==> config.mk <==
export PLATFORM = sky130hd
export DESIGN_NAME = bus_cycle_sequencer
export DESIGN_NICKNAME = d
export VERILOG_FILES = /design/src/rtl/bus_cycle_sequencer.sv
export SDC_FILE = /design/constraint.sdc
export NUM_CORES = 1
export LEC_CHECK = 0
export ABC_AREA = 0
export ABC_CLOCK_PERIOD_IN_PS = 1500
export BUFFER_PORTS_ARGS = -buffer_cell sky130_fd_sc_hd__buf_2
export CAP_MARGIN = 20
export CORE_MARGIN = 5
export CORE_UTILIZATION = 45
export DETAILED_ROUTE_END_ITERATION = 8
export HOLD_SLACK_MARGIN = 0.05
export PLACE_DENSITY_LB_ADDON = 0.12
export SYNTH_ARGS = -nofsm -noshare
export SYNTH_HDL_FRONTEND = slang
export SYNTH_SLANG_ARGS = --single-unit
==> constraint.sdc <==
create_clock -name phi1 -period 1.5 [get_ports phi1]
set_input_delay 0.225 -clock phi1 [delete_from_list [all_inputs] [get_ports phi1]]
set_output_delay 0.225 -clock phi1 [all_outputs]
set_load 0.05 [all_outputs]
==> src/rtl/bus_cycle_sequencer.sv <==
// Purpose : 8085-style machine-cycle sequencer: T1/T2/TWAIT/T3/T4 bus timing, hold and halt handling.
// Latency : all outputs registered; a cycle takes 3 T-states plus waits (4 plus waits for opcode fetch), then a done pulse in IDLE.
// Backpres: 'ready' low stretches T2 into TWAIT up to WAIT_LIMIT waits, then forces bus-error completion; start outside IDLE is dropped.
//
// Ports:
//   phi1, resetn_in          clock, synchronous active-low reset
//   start, cycle_type, addr, wdata   cycle request (captured when accepted in IDLE)
//   ad_in, ready, hold, wake bus read data, wait control, bus request, halt exit
//   haddress, ad_out, ad_oe  A15..A8 and multiplexed AD7..AD0 drive
//   ALE, S0, S1, IOMn, RDn, WRn      bus strobes and status
//   rdata, instr_load        read data, instruction-register load pulse
//   busy, done, bus_err, hlda, wait_cnt  status flags and wait-state count
module bus_cycle_sequencer #(
    parameter logic [7:0] WAIT_LIMIT = 8'd16
) (
    input  logic        phi1,
    input  logic        resetn_in,
    input  logic        start,
    input  logic [2:0]  cycle_type,
    input  logic [15:0] addr,
    input  logic [7:0]  wdata,
    input  logic [7:0]  ad_in,
    input  logic        ready,
    input  logic        hold,
    input  logic        wake,
    output logic [7:0]  haddress,
    output logic [7:0]  ad_out,
    output logic        ad_oe,
    output logic        ALE,
    output logic        S0,
    output logic        S1,
    output logic        IOMn,
    output logic        RDn,
    output logic        WRn,
    output logic [7:0]  rdata,
    output logic        instr_load,
    output logic        busy,
    output logic        done,
    output logic        bus_err,
    output logic        hlda,
    output logic [7:0]  wait_cnt
);

    typedef enum logic [2:0] {
        S_IDLE,
        S_T1,
        S_T2,
        S_TWAIT,
        S_T3,
        S_T4,
        S_THOLD,
        S_THALT
    } state_t;

    localparam logic [2:0] CT_FETCH  = 3'd0;
    localparam logic [2:0] CT_MEM_RD = 3'd1;
    localparam logic [2:0] CT_MEM_WR = 3'd2;
    localparam logic [2:0] CT_IO_RD  = 3'd3;
    localparam logic [2:0] CT_IO_WR  = 3'd4;
    localparam logic [2:0] CT_INTA   = 3'd5;
    localparam logic [2:0] CT_HALT   = 3'd6;
    localparam logic [2:0] CT_RSVD   = 3'd7;

    function automatic logic is_write(input logic [2:0] t);
        return (t == CT_MEM_WR) || (t == CT_IO_WR);
    endfunction

    function automatic logic is_read(input logic [2:0] t);
        return (t == CT_FETCH) || (t == CT_MEM_RD) || (t == CT_IO_RD) || (t == CT_INTA);
    endfunction

    // {S1, S0, IOMn} for each cycle type
    function automatic logic [2:0] status_bits(input logic [2:0] t);
        logic [2:0] s;
        case (t)
            CT_FETCH:  s = 3'b110;
            CT_MEM_RD: s = 3'b100;
            CT_MEM_WR: s = 3'b010;
            CT_IO_RD:  s = 3'b101;
            CT_IO_WR:  s = 3'b011;
            CT_INTA:   s = 3'b111;
            default:   s = 3'b000;
        endcase
        return s;
    endfunction

    state_t      state_q, state_d;
    logic [2:0]  type_q, type_d;
    logic [15:0] addr_q, addr_d;
    logic [7:0]  wdata_q, wdata_d;
    logic        err_pend_q, err_pend_d;   // timeout seen; published on bus_err at completion

    logic [7:0]  wait_cnt_d, rdata_d, haddress_d, ad_out_d;
    logic        done_d, bus_err_d, ad_oe_d, ale_d, s0_d, s1_d, iomn_d;
    logic        rdn_d, wrn_d, instr_load_d, busy_d, hlda_d;

    always_comb begin
        state_d    = state_q;
        type_d     = type_q;
        addr_d     = addr_q;
        wdata_d    = wdata_q;
        err_pend_d = err_pend_q;
        wait_cnt_d = wait_cnt;
        rdata_d    = rdata;
        bus_err_d  = bus_err;
        done_d     = 1'b0;

        case (state_q)
            S_IDLE: begin
                if (hold) begin
                    state_d = S_THOLD;
                end else if (start) begin
                    state_d    = S_T1;
                    type_d     = (cycle_type == CT_RSVD) ? CT_MEM_RD : cycle_type;
                    addr_d     = addr;
                    wdata_d    = wdata;
                    wait_cnt_d = 8'd0;
                    bus_err_d  = 1'b0;
                    err_pend_d = 1'b0;
                end
            end
            S_T1: begin
                state_d = (type_q == CT_HALT) ? S_THALT : S_T2;
            end
            S_T2, S_TWAIT: begin
                if (ready) begin
                    state_d = S_T3;
                end else if (wait_cnt >= WAIT_LIMIT) begin
                    state_d    = S_T3;
                    err_pend_d = 1'b1;
                end else begin
                    state_d    = S_TWAIT;
                    wait_cnt_d = (wait_cnt == 8'hFF) ? 8'hFF : wait_cnt + 8'd1;
                end
            end
            S_T3: begin
                if (is_read(type_q)) begin
                    rdata_d = ad_in;
                end
                if (type_q == CT_FETCH) begin
                    state_d = S_T4;
                end else begin
                    state_d   = S_IDLE;
                    done_d    = 1'b1;
                    bus_err_d = err_pend_q;
                end
            end
            S_T4: begin
                state_d   = S_IDLE;
                done_d    = 1'b1;
                bus_err_d = err_pend_q;
            end
            S_THOLD: begin
                if (!hold) begin
                    state_d = S_IDLE;
                end
            end
            S_THALT: begin
                if (wake) begin
                    state_d = S_IDLE;
                    done_d  = 1'b1;
                end
            end
            default: state_d = S_IDLE;
        endcase

        // Moore outputs for the state being entered, so the registered
        // outputs line up exactly with the T-state they describe.
        haddress_d   = 8'd0;
        ad_out_d     = 8'd0;
        ad_oe_d      = 1'b0;
        ale_d        = 1'b0;
        {s1_d, s0_d, iomn_d} = 3'b000;
        rdn_d        = 1'b1;
        wrn_d        = 1'b1;
        instr_load_d = 1'b0;
        busy_d       = 1'b0;
        hlda_d       = 1'b0;

        case (state_d)
            S_T1: begin
                ale_d      = 1'b1;
                ad_out_d   = addr_d[7:0];
                ad_oe_d    = 1'b1;
                haddress_d = addr_d[15:8];
                {s1_d, s0_d, iomn_d} = status_bits(type_d);
                busy_d     = 1'b1;
            end
            S_T2, S_TWAIT, S_T3: begin
                haddress_d = addr_d[15:8];
                {s1_d, s0_d, iomn_d} = status_bits(type_d);
                busy_d     = 1'b1;
                if (is_write(type_d)) begin
                    wrn_d    = 1'b0;
                    ad_out_d = wdata_d;
                    ad_oe_d  = 1'b1;
                end else begin
                    rdn_d = 1'b0;
                end
            end
            S_T4: begin
                haddress_d   = addr_d[15:8];
                {s1_d, s0_d, iomn_d} = status_bits(type_d);
                busy_d       = 1'b1;
                instr_load_d = 1'b1;
            end
            S_THALT: begin
                haddress_d = addr_d[15:8];
                {s1_d, s0_d, iomn_d} = status_bits(type_d);
                busy_d     = 1'b1;
            end
            S_THOLD: begin
                hlda_d = 1'b1;
            end
            default: begin
            end
        endcase
    end

    always_ff @(posedge phi1) begin
        if (!resetn_in) begin
            state_q    <= S_IDLE;
            type_q     <= 3'd0;
            addr_q     <= 16'd0;
            wdata_q    <= 8'd0;
            err_pend_q <= 1'b0;
            haddress   <= 8'd0;
            ad_out     <= 8'd0;
            ad_oe      <= 1'b0;
            ALE        <= 1'b0;
            S0         <= 1'b0;
            S1         <= 1'b0;
            IOMn       <= 1'b0;
            RDn        <= 1'b1;
            WRn        <= 1'b1;
            rdata      <= 8'd0;
            instr_load <= 1'b0;
            busy       <= 1'b0;
            done       <= 1'b0;
            bus_err    <= 1'b0;
            hlda       <= 1'b0;
            wait_cnt   <= 8'd0;
        end else begin
            state_q    <= state_d;
            type_q     <= type_d;
            addr_q     <= addr_d;
            wdata_q    <= wdata_d;
            err_pend_q <= err_pend_d;
            haddress   <= haddress_d;
            ad_out     <= ad_out_d;
            ad_oe      <= ad_oe_d;
            ALE        <= ale_d;
            S0         <= s0_d;
            S1         <= s1_d;
            IOMn       <= iomn_d;
            RDn        <= rdn_d;
            WRn        <= wrn_d;
            rdata      <= rdata_d;
            instr_load <= instr_load_d;
            busy       <= busy_d;
            done       <= done_d;
            bus_err    <= bus_err_d;
            hlda       <= hlda_d;
            wait_cnt   <= wait_cnt_d;
        end
    end

endmodule
# Word level (Yosys, flattened, before mapping)
# Cells that the tools add are included.
[totals]
wordCells = 117
register_bits = 75
in_bits = 41
output_inout_bits = 44
[classes]
addsub = 1
n_eq_ne = 31
muxes = 45
magnitude_cmp = 1
n_reduce_logical = 18
[ops]
columns = ["cell", "n"]
rows = [
  ["2-to-1 mux 8 bit", 9],
  ["2-to-1 mux 16 bit", 3],
  ["== test 3 bit (second input constant)", 13],
  ["2-to-1 mux 3 bit", 12],
  ["case mux 8 bit (2 select lines)", 2],
  ["== test 3 x 2 -> 1 bit (second input constant)", 7],
  ["case mux 3 bit (7 select lines)", 1],
  ["case mux 3 bit (6 select lines)", 1],
  ["2-to-1 mux 1 bit", 13],
  ["== test 3 x 1 -> 1 bit (second input constant)", 4],
  ["!= test 2 bit (second input constant)", 6],
  ["AND reduction 5 bit", 2],
  ["logical NOT 3 bit", 3],
  ["adder 8 x 1 -> 8 bit (second input constant)", 1],
  ["== test 8 bit (second input constant)", 1],
  [">= comparator 8 x 5 -> 1 bit (second input constant)", 1],
  ["case mux 1 bit (3 select lines)", 2],
  ["AND reduction 2 bit", 3],
  ["OR reduction 6 bit", 1],
  ["logical OR 1 bit", 4],
  ["case mux 1 bit (2 select lines)", 2],
  ["AND reduction 4 bit", 1],
  ["nonzero test 3 bit", 1],
  ["OR reduction 3 bit", 1],
  ["2 further kinds", 2],
]

# Logic depth before layout (Yosys ltp)
# Gate-level depths: netlist of the first run.
[logic_depth]
ltp_word = 9
mapped_depth = 6

# Worst setup path before layout of the first run
# Ideal clock, no wire load.
[synth_path]
path_kind = "reg2reg"
start = "register wait_cnt[7]"
end = "register haddress[1]"
stages_incl_launch_ff = 6
setup_slack_ns = -0.283
setup_time_ns = 0.086
t_arrival_ns = 1.696
n_path_buf = 1
required_ns = 1.414
cell_sequence = "dfxtp_1 or4_4 nor2_4 a211oi_4 buf_6 a221oi_2"
[synth_between]
elab_chain_len = 7
[synth_rtl]
columns = ["element", "line_no", "text"]
rows = [
  ["from (decl)", "41", "output logic [7:0] wait_cnt"],
  ["from (signal assigned)", "264", "wait_cnt <= wait_cnt_d;"],
  [">= comparator 8 x 5 -> 1 bit *", "128", "end else if (wait_cnt >= WAIT_LIMIT) begin"],
  ["2-to-1 mux 3 bit *", "128", ""],
  ["2-to-1 mux 3 bit *", "126", "if (ready) begin"],
  ["case mux 3 bit (7 select lines) *", "108", "case (state_q)"],
  ["== test 3 bit (tied with other cells)", "180", "case (state_d)"],
  ["OR reduction 6 bit (no source line) *", "--", ""],
  ["AND reduction 2 bit (no source line) *", "--", ""],
  ["to (signal assigned)", "249", "haddress <= haddress_d;"],
  ["to (decl)", "26", "output logic [7:0] haddress,"],
]
# Every way passes the cells marked *; elsewhere a longest branch is shown, timed or not.
# A chain may end at the register's enable or synchronous reset.

# Final worst setup path of the first run
[layout_path]
start = "register wait_cnt[4]"
end = "register S0"
[layout_between]
elab_chain_len = 7
[layout_rtl]
columns = ["element", "line_no", "text"]
rows = [
  [">= comparator 8 x 5 -> 1 bit *", "128", ""],
  ["2-to-1 mux 3 bit *", "128", ""],
  ["2-to-1 mux 3 bit *", "126", ""],
  ["case mux 3 bit (7 select lines) *", "108", ""],
  ["== test 3 bit (tied with other cells)", "180", ""],
  ["OR reduction 6 bit (no source line) *", "--", ""],
  ["AND reduction 2 bit (no source line) *", "--", ""],
  ["to (signal assigned)", "231", "S0 <= 1'b0;"],
  ["to (signal assigned)", "253", "S0 <= s0_d;"],
  ["to (decl)", "30", "output logic S0,"],
]
# Marked as above.

==> out/metrics.json, run 1 <==
{
  "critical_path": {
    "crit-reg2reg-launch": "wait_cnt[4]",
    "critical_path.n_buffers_inverters": 1,
    "cp.required_ps": 1760,
    "critical_path.max_fanout": 12,
    "r2r_cells": 5,
    "critPathLaunchType": "register",
    "worst_path_slowest_cell": "sky130_fd_sc_hd__or4_4",
    "timing.critical_path.max_delay_family": "simple AND/OR/NAND/NOR gates",
    "slowest_delay_ps": 550,
    "r2r_slack_ps": -100,
    "critical_path.reg2reg.endpoint": "S0",
    "cp_cell_instances": "or4_4 > nor2_4 > a211oi_4 > buf_12 > a221oi_2",
    "worst-setup-path-type": "register to register",
    "end_kind": "register",
    "endpoint_arrival_time_on_the_critical_path_ps": 1860
  },
  "synth": {
    "synth.lib_cells_used.distinct": 51,
    "ys_seq_elements": 67,
    "number_of_enable_flip_flop_cells_after_synthesis": 0,
    "postSynthNetCount": 340,
    "synthesis.yosys.warnings": 0,
    "yosysSeqAreaShare_pct": 47.86,
    "ys_dominant_reg_cell": "sky130_fd_sc_hd__dfxtp_1",
    "post_synth_arst_share_pct": 0,
    "post_synth.cell_area_avg_um2": 9.437,
    "synth_area_mm2": 0.002803,
    "netlist_instances": 297
  },
  "clock_network": {
    "clockRootBuffer": "sky130_fd_sc_hd__clkbuf_8",
    "ctsHoldBuffers": 0,
    "clkSinkCount": 67,
    "cts_tree": "built",
    "tritoncts.num_buffers": 9,
    "clock_path_buffers": 2,
    "cts_max_level": 3,
    "clock_latency_ps": 340,
    "clk_transition_reported_paths_ps": 70
  },
  "die": {
    "ioPinCount": 85,
    "row_count": 28,
    "die_y_um": 88.92,
    "fp.coreArea_mm2": 0.005991,
    "die-width_um": 88.92,
    "total_die_area_mm2": 0.007907,
    "start_util_pct": 46.78
  },
  "power": {
    "p_per_area_mw_per_mm2": 1537,
    "power.leakage_nw": 1.857,
    "vdd_drop_max_v": 0.0008892
  },
  "placed_design": {
    "hpwlAfterDp_um": 4928,
    "post_dp_cell_area_mm2": 0.003526,
    "portBuffers": 84,
    "globalplace.congestion": 0.8320
  },
  "route": {
    "vias": 2599,
    "drt-wirelength-per-cell_um": 15.02,
    "post-route-drc-count": 0,
    "drt-pass1-iter-count": 4,
    "post_drt_via_cell_ratio": 5.208,
    "wirelength_um": 7496,
    "drtIter0Drc": 93,
    "antenna_violating_nets_post_route": 0
  },
  "timing": {
    "min_period_over_period_pct": 106.9,
    "fin_tns_setup_ps": -918.3,
    "final_critical_path_setup_slack_ps": -104.2,
    "slew-limit-headroom_pct": 69.55,
    "unrepaired_setup_endpoints_after_global_routing": "true",
    "setup-violations-final": 18,
    "achievable-frequency_mhz": 623.4,
    "tightest_slew_ps": 455.9,
    "period_needed_ps": 1604,
    "whs_ps": 89.79,
    "fin_skew_ps": 5.694,
    "final_hold_viol_count": 0,
    "maxSlewViolCount": 0
  },
  "global_route": {
    "first_global_vias": 2506,
    "grt_start_max_net_pins": 35,
    "grt_overflow": 0,
    "gr-usage-all-layers_pct": 18.65,
    "antenna_violations_before_repair": 0,
    "grt_pass1_wl_um": 11440
  },
  "outcome": {
    "outcome": "finished with violations",
    "violations": "negative setup slack"
  },
  "cells_and_area": {
    "antenna_cells_inserted": 0,
    "fin_area_mm2": 0.004134,
    "utilization_pct": 69.01,
    "area_delta_synth_final_pct": 47.50,
    "share_of_final_layout_standard_cells_stronger_than_drive_strength_1_pct": 49.06,
    "fin_nets": 462
  },
  "flow_run": {
    "drv.max_cap_violation_count": 0
  },
  "worst_hold_path": {
    "timing.hold.worst.start": "addr[6]",
    "hold-path-cell-count": 2,
    "worstHoldPathType": "primary input to register",
    "worst_hold_path.endpoint": "ad_out[6]"
  }
}
==> cell type report <==
cell class | count | area, um2
Multi-Input combinational cell | 198 | 1529
Tap cell | 75 | 93.84
Clock buffer | 10 | 127.6
Timing Repair Buffer | 134 | 893.4
Sequential cell | 67 | 1368
Fill cell | 477 | 1857
Clock inverter | 6 | 88.84
Inverter | 9 | 33.78
==> synth_stat cells, types with 2 or more instances <==
master	instances	share of area, %
sky130_fd_sc_hd__nor3_1	4	0.71
sky130_fd_sc_hd__ha_1	2	0.89
sky130_fd_sc_hd__nand2_1	46	6.2
sky130_fd_sc_hd__nor2_2	2	0.45
sky130_fd_sc_hd__buf_2	5	0.89
sky130_fd_sc_hd__nand2b_1	3	0.67
sky130_fd_sc_hd__o21ai_0	6	1.1
sky130_fd_sc_hd__a211oi_1	2	0.54
sky130_fd_sc_hd__dfxtp_1	67	48
sky130_fd_sc_hd__a211oi_2	2	0.89
sky130_fd_sc_hd__a221oi_2	4	2.1
sky130_fd_sc_hd__nand3_1	7	1.2
sky130_fd_sc_hd__nor2_1	18	2.4
sky130_fd_sc_hd__nor2b_1	3	0.67
sky130_fd_sc_hd__and3_1	8	1.8
sky130_fd_sc_hd__a221oi_1	6	1.9
sky130_fd_sc_hd__buf_6	3	1.2
sky130_fd_sc_hd__buf_4	5	1.3
sky130_fd_sc_hd__a22o_1	8	2.5
sky130_fd_sc_hd__nor2_4	2	0.80
sky130_fd_sc_hd__mux2i_1	14	5.0
sky130_fd_sc_hd__a21oi_1	31	5.5
sky130_fd_sc_hd__clkbuf_1	11	1.5
sky130_fd_sc_hd__xnor2_1	3	0.94
sky130_fd_sc_hd__inv_1	9	1.2
==> per-layer routing <==
metal	part of all wire, %	vias up	track usage [%]
met5	0	-	0
met4	2.3	0	8.104
met3	7.0	18	5.530
met2	47	75	30.30
met1	43	1219	22.93
li1	-	1287	-
==> worst max path at each step <==
stage                     depth (start not counted)           to   startpoint  slack [ps]
after floorplan                                   5  haddress[1]  wait_cnt[7]        -120
after global routing                              6  wait_cnt[2]  wait_cnt[4]        -150
after global placement                            4  haddress[5]   state_q[2]        -210
after detailed placement                          4           S0   state_q[1]        -250
final                                             5           S0  wait_cnt[4]        -100
after CTS                                         5  haddress[3]  wait_cnt[7]        -150
==> power breakdown <==
group | total, mW | switching (mW) | internal [mW]
combinational | 2.58 | 1.49 | 1.09
sequential | 2.12 | 0.136 | 1.99
clock | 1.65 | 0.711 | 0.940
==> state kept, by name (all words and copies together) (netlist names), 3 cells and up <==
| signal | cells |
|---|---|
| ad_out | 8 |
| addr_q | 8 |
| haddress | 8 |
| rdata | 8 |
| wait_cnt | 8 |
| wdata_q | 8 |
| state_q | 3 |
| type_q | 3 |
==> cells in the final DEF (no fill, tap or decap), types with 3 or more instances in the layout <==
| cell | instances |
|---|---|
| sky130_fd_sc_hd__buf_2 | 84 |
| sky130_fd_sc_hd__dfxtp_1 | 56 |
| sky130_fd_sc_hd__nand2_1 | 45 |
| sky130_fd_sc_hd__buf_4 | 38 |
| sky130_fd_sc_hd__a21oi_1 | 24 |
| sky130_fd_sc_hd__nor2_1 | 16 |
| sky130_fd_sc_hd__mux2i_1 | 14 |
| sky130_fd_sc_hd__inv_1 | 9 |
| sky130_fd_sc_hd__a221oi_2 | 9 |
| sky130_fd_sc_hd__clkbuf_8 | 9 |
| sky130_fd_sc_hd__a22o_1 | 8 |
| sky130_fd_sc_hd__a21oi_2 | 7 |
| sky130_fd_sc_hd__nand3_1 | 7 |
| sky130_fd_sc_hd__and3_1 | 6 |
| sky130_fd_sc_hd__buf_12 | 6 |
| sky130_fd_sc_hd__buf_6 | 6 |
| sky130_fd_sc_hd__dfxtp_2 | 6 |
| sky130_fd_sc_hd__o21ai_0 | 5 |
| sky130_fd_sc_hd__dfxtp_4 | 5 |
| sky130_fd_sc_hd__nand2b_1 | 3 |
| sky130_fd_sc_hd__nor2_4 | 3 |
| sky130_fd_sc_hd__nor2b_1 | 3 |
| sky130_fd_sc_hd__nor2_2 | 3 |
==> metrics by stage <==
step	std cells	power [mW]	worst slack, ps
2_1_floorplan	297	3.569	-115.6
3_3_place_gp	468	4.162	-208.5
4_1_cts	491	6.115	-147.4
5_1_grt	499	6.645	-152.3
3_5_place_dp	468	4.185	-246.3
6_report	499	6.354	-104.2
==> worst reg2reg max path: stages, from the launching register on <==
cell and delay, ps:
sky130_fd_sc_hd__dfxtp_4 350, sky130_fd_sc_hd__or4_4 550, sky130_fd_sc_hd__nor2_4 130, sky130_fd_sc_hd__a211oi_4 60, sky130_fd_sc_hd__buf_12 160, sky130_fd_sc_hd__a221oi_2 270
==> kinds of logic after synthesis <==
family	count (synthesis)	share of synthesized area, %
muxes	14	5.000
xor gates and xnor gates	3	0.9377
buffers and inverters	33	6.116
adders and majority gates	2	0.8927
and+or+nand+nor	106	19.42
DFF	67	47.86
AOI/OAI and AO/OA	72	19.78
==> what timing repair did <==
action | in CTS | in global routing
setup buffers | 6 | 8
endpoints found under the setup margin | 36 | 37
gates resized for setup | 28 | 25
pin swaps | 8 | 15
cloned | 1 | 0
Power figures use the tool's default switching activity.
==> inputs of run 2 (changes only) <==
Settings changed: CORE_MARGIN 5 to 8.
==> out/metrics.json, run 2 (same netlist as run 1, synthesis figures left out) <==
{
  "timing": {
    "period_needed": {"value": 1618, "unit": "ps", "change": "was 1604 ps"},
    "achievable-frequency": {"value": 618.1, "unit": "MHz", "change": "was 623.4 MHz"},
    "whs": {"value": 89.16, "unit": "ps", "change": "was 89.79 ps"},
    "fin_skew": {"value": 11.58, "unit": "ps", "change": "was 5.694 ps"},
    "setup-violations-final": {"value": 26, "change": "was 18"},
    "slew-limit-headroom": {"value": 77.61, "unit": "%", "change": "was 69.55%"},
    "tightest_slew": {"value": 335.8, "unit": "ps", "change": "was 455.9 ps"},
    "final_critical_path_setup_slack": {"value": -117.8, "unit": "ps", "change": "was -104.2 ps"},
    "unrepaired_setup_endpoints_after_global_routing": {"value": "true", "change": "unchanged"},
    "min_period_over_period": {"value": 107.9, "unit": "%", "change": "was 106.9%"},
    "final_hold_viol_count": {"value": 0, "change": "unchanged"},
    "maxSlewViolCount": {"value": 0, "change": "unchanged"}
  },
  "die": {
    "fp.coreArea": {"value": 0.005956, "unit": "mm2", "change": "was 0.005991 mm2"},
    "start_util": {"value": 47.06, "unit": "%", "change": "was 46.78%"},
    "ioPinCount": {"value": 85, "change": "unchanged"},
    "row_count": {"value": 28, "change": "unchanged"},
    "die_y": {"value": 94.92, "unit": "um", "change": "was 88.92 um"},
    "die-width": {"value": 94.92, "unit": "um", "change": "was 88.92 um"},
    "total_die_area": {"value": 0.009010, "unit": "mm2", "change": "was 0.007907 mm2"}
  },
  "critical_path": {
    "critPathLaunchType": {"value": "register", "change": "unchanged"},
    "worst_path_slowest_cell": {"value": "sky130_fd_sc_hd__or4_4", "change": "unchanged"},
    "cp.required": {"value": 1760, "unit": "ps", "change": "about the same"},
    "timing.critical_path.max_delay_family": {"value": "simple AND/OR/NAND/NOR gates", "change": "unchanged"},
    "endpoint_arrival_time_on_the_critical_path": {"value": 1870, "unit": "ps", "change": "was 1860 ps"},
    "critical_path.max_fanout": {"value": 15, "change": "was 12"},
    "crit-reg2reg-launch": {"value": "wait_cnt[7]", "change": "was wait_cnt[4]"},
    "r2r_slack": {"value": -120, "unit": "ps", "change": "was -100 ps"},
    "end_kind": {"value": "register", "change": "unchanged"},
    "r2r_cells": {"value": 5, "change": "unchanged"},
    "slowest_delay": {"value": 560, "unit": "ps", "change": "was 550 ps"},
    "critical_path.n_buffers_inverters": {"value": 1, "change": "unchanged"},
    "cp_cell_instances": {"value": "or4_4 > nor2_4 > a211oi_4 > buf_12 > a221oi_2", "change": "unchanged"},
    "critical_path.reg2reg.endpoint": {"value": "haddress[7]", "change": "was S0"},
    "worst-setup-path-type": {"value": "register to register", "change": "unchanged"}
  },
  "cells_and_area": {
    "antenna_cells_inserted": {"value": 0, "change": "unchanged"},
    "area_delta_synth_final": {"value": 47.05, "unit": "%", "change": "was 47.50%"},
    "share_of_final_layout_standard_cells_stronger_than_drive_strength_1": {"value": 48.36, "unit": "%", "change": "was 49.06%"},
    "fin_area": {"value": 0.004121, "unit": "mm2", "change": "was 0.004134 mm2"},
    "layout.filler_cells": {"value": 475, "change": "was 477"},
    "fin_nets": {"value": 466, "change": "was 462"},
    "mostFrequentLayoutCell": {"value": "sky130_fd_sc_hd__buf_2", "change": "unchanged"},
    "most-common-layout-cells": {"value": "84 x sky130_fd_sc_hd__buf_2, 58 x sky130_fd_sc_hd__dfxtp_1, 44 x sky130_fd_sc_hd__nand2_1", "change": "was 84 x sky130_fd_sc_hd__buf_2, 56 x sky130_fd_sc_hd__dfxtp_1, 45 x sky130_fd_sc_hd__nand2_1"}
  },
  "global_route": {
    "grt_util_met2": {"value": 25.90, "unit": "%", "change": "was 30.30%"},
    "grt_pass1_wl": {"value": 11520, "unit": "um", "change": "was 11440 um"},
    "first_global_vias": {"value": 2555, "change": "was 2506"},
    "grt_overflow": {"value": 0, "change": "unchanged"},
    "grt_busiest_layer": {"value": "met2", "change": "unchanged"},
    "grt_start_max_net_pins": {"value": 27, "change": "was 35"},
    "met1_usage": {"value": 19.12, "unit": "%", "change": "was 22.93%"},
    "antenna_violations_before_repair": {"value": 0, "change": "unchanged"},
    "use_met3": {"value": 5.000, "unit": "%", "change": "was 5.530%"},
    "gr-usage-all-layers": {"value": 16.03, "unit": "%", "change": "was 18.65%"}
  },
  "worst_hold_path": {
    "timing.hold.worst.start": {"value": "addr[5]", "change": "was addr[6]"},
    "worst_hold_path.endpoint": {"value": "ad_out[5]", "change": "was ad_out[6]"},
    "worstHoldPathType": {"value": "primary input to register", "change": "unchanged"},
    "hold-path-cell-count": {"value": 2, "change": "unchanged"}
  },
  "clock_network": {
    "clock_path_buffers": {"value": 2, "change": "unchanged"},
    "cts_tree": {"value": "built", "change": "unchanged"},
    "tritoncts.num_buffers": {"value": 9, "change": "unchanged"},
    "clkSinkCount": {"value": 67, "change": "unchanged"},
    "clockRootBuffer": {"value": "sky130_fd_sc_hd__clkbuf_8", "change": "unchanged"},
    "clock_latency": {"value": 340, "unit": "ps", "change": "about the same"},
    "cts_max_level": {"value": 3, "change": "unchanged"},
    "clk_transition_reported_paths": {"value": 80, "unit": "ps", "change": "was 70 ps"}
  },
  "route": {
    "antenna_violating_nets_post_route": {"value": 0, "change": "unchanged"},
    "wirelength": {"value": 7576, "unit": "um", "change": "was 7496 um"},
    "vias": {"value": 2593, "change": "was 2599"},
    "drt-wirelength-per-cell": {"value": 15.06, "unit": "um", "change": "was 15.02 um"},
    "drt-pass1-iter-count": {"value": 4, "change": "unchanged"},
    "post-route-drc-count": {"value": 0, "change": "unchanged"},
    "post_drt_via_cell_ratio": {"value": 5.155, "change": "was 5.208"},
    "drtIter0Drc": {"value": 98, "change": "was 93"}
  },
  "outcome": {
    "outcome": {"value": "finished with violations", "change": "unchanged"},
    "violations": {"value": "negative setup slack", "change": "unchanged"}
  },
  "power": {
    "vdd_drop_max": {"value": 0.0009157, "unit": "V", "change": "was 0.0008892 V"},
    "power.leakage": {"value": 1.887, "unit": "nW", "change": "was 1.857 nW"},
    "p_per_area": {"value": 1514, "unit": "mW/mm2", "change": "was 1537 mW/mm2"}
  },
  "placed_design": {
    "hpwlAfterDp": {"value": 5272, "unit": "um", "change": "was 4928 um"},
    "worst_case_setup_slack_after_placement": {"value": -257.3, "unit": "ps", "change": "was -246.3 ps"},
    "portBuffers": {"value": 84, "change": "unchanged"},
    "post_dp_cell_area": {"value": 0.003578, "unit": "mm2", "change": "was 0.003526 mm2"},
    "globalplace.congestion": {"value": 0.7897, "change": "was 0.8320"}
  },
  "flow_run": {
    "drv.max_cap_violation_count": {"value": 0, "change": "unchanged"}
  }
}
## run 2: stage by stage
stage	util [%]	TNS [ps]	power, mW	std cells
detailed placement	60.08	-5020	4.214	475
global placement	60.08	-3211	4.185	475
global route	69.20	-3100	6.538	503
CTS	65.95	-1843	6.095	497
finish	69.20	-1418	6.239	503
floorplan	-	-1381	3.569	297
## run 2: how the worst max path moves through the flow
stage / end / slack, ps / startpoint / cells after the start
2_1_floorplan: haddress[1] / -120 / wait_cnt[7] / 5
3_3_place_gp: haddress[5] / -200 / state_q[1] / 4
3_5_place_dp: haddress[5] / -260 / state_q[2] / 4
4_1_cts: haddress[5] / -130 / wait_cnt[4] / 5
5_1_grt: S0 / -160 / wait_cnt[7] / 5
6_report: haddress[7] / -120 / wait_cnt[7] / 5
## run 2: where the power goes
part	internal, mW	switching [mW]	total, mW
logic	1.02	1.41	2.43
registers	1.98	0.140	2.12
clock network	0.950	0.740	1.69
## run 2: layer usage
metal	up-vias	part of all wire, %
met5	-	0
met4	0	1.6
met3	13	7.2
met2	70	48
met1	1205	43
li1	1305	-
## run 2: area by class of cell
type / instances / area, um2 / share of cell area [%]
sequential: 67 / 1365 / 33.12
multi-input combinational: 197 / 1483 / 35.97
clock inverter: 7 / 100.1 / 2.429
inverter: 9 / 33.78 / 0.8197
clock buffer: 9 / 123.9 / 3.005
timing repair buffer: 139 / 922.1 / 22.37
tap: 75 / 93.84 / 2.277
## run 2: worst register-to-register path: stages, from the launching register on
cell	delay, ps
sky130_fd_sc_hd__dfxtp_4	360
sky130_fd_sc_hd__or4_4	560
sky130_fd_sc_hd__nor2_4	150
sky130_fd_sc_hd__a211oi_4	60
sky130_fd_sc_hd__buf_12	160
sky130_fd_sc_hd__a221oi_2	260
## run 2: what timing repair did
action / CTS / global route
buffers inserted: 6 / 7
resized for setup: 17 / 33
endpoints found under the setup margin: 42 / 45
cloned: 0 / 0
pin swaps: 7 / 16
hold buffers: 0 / 0
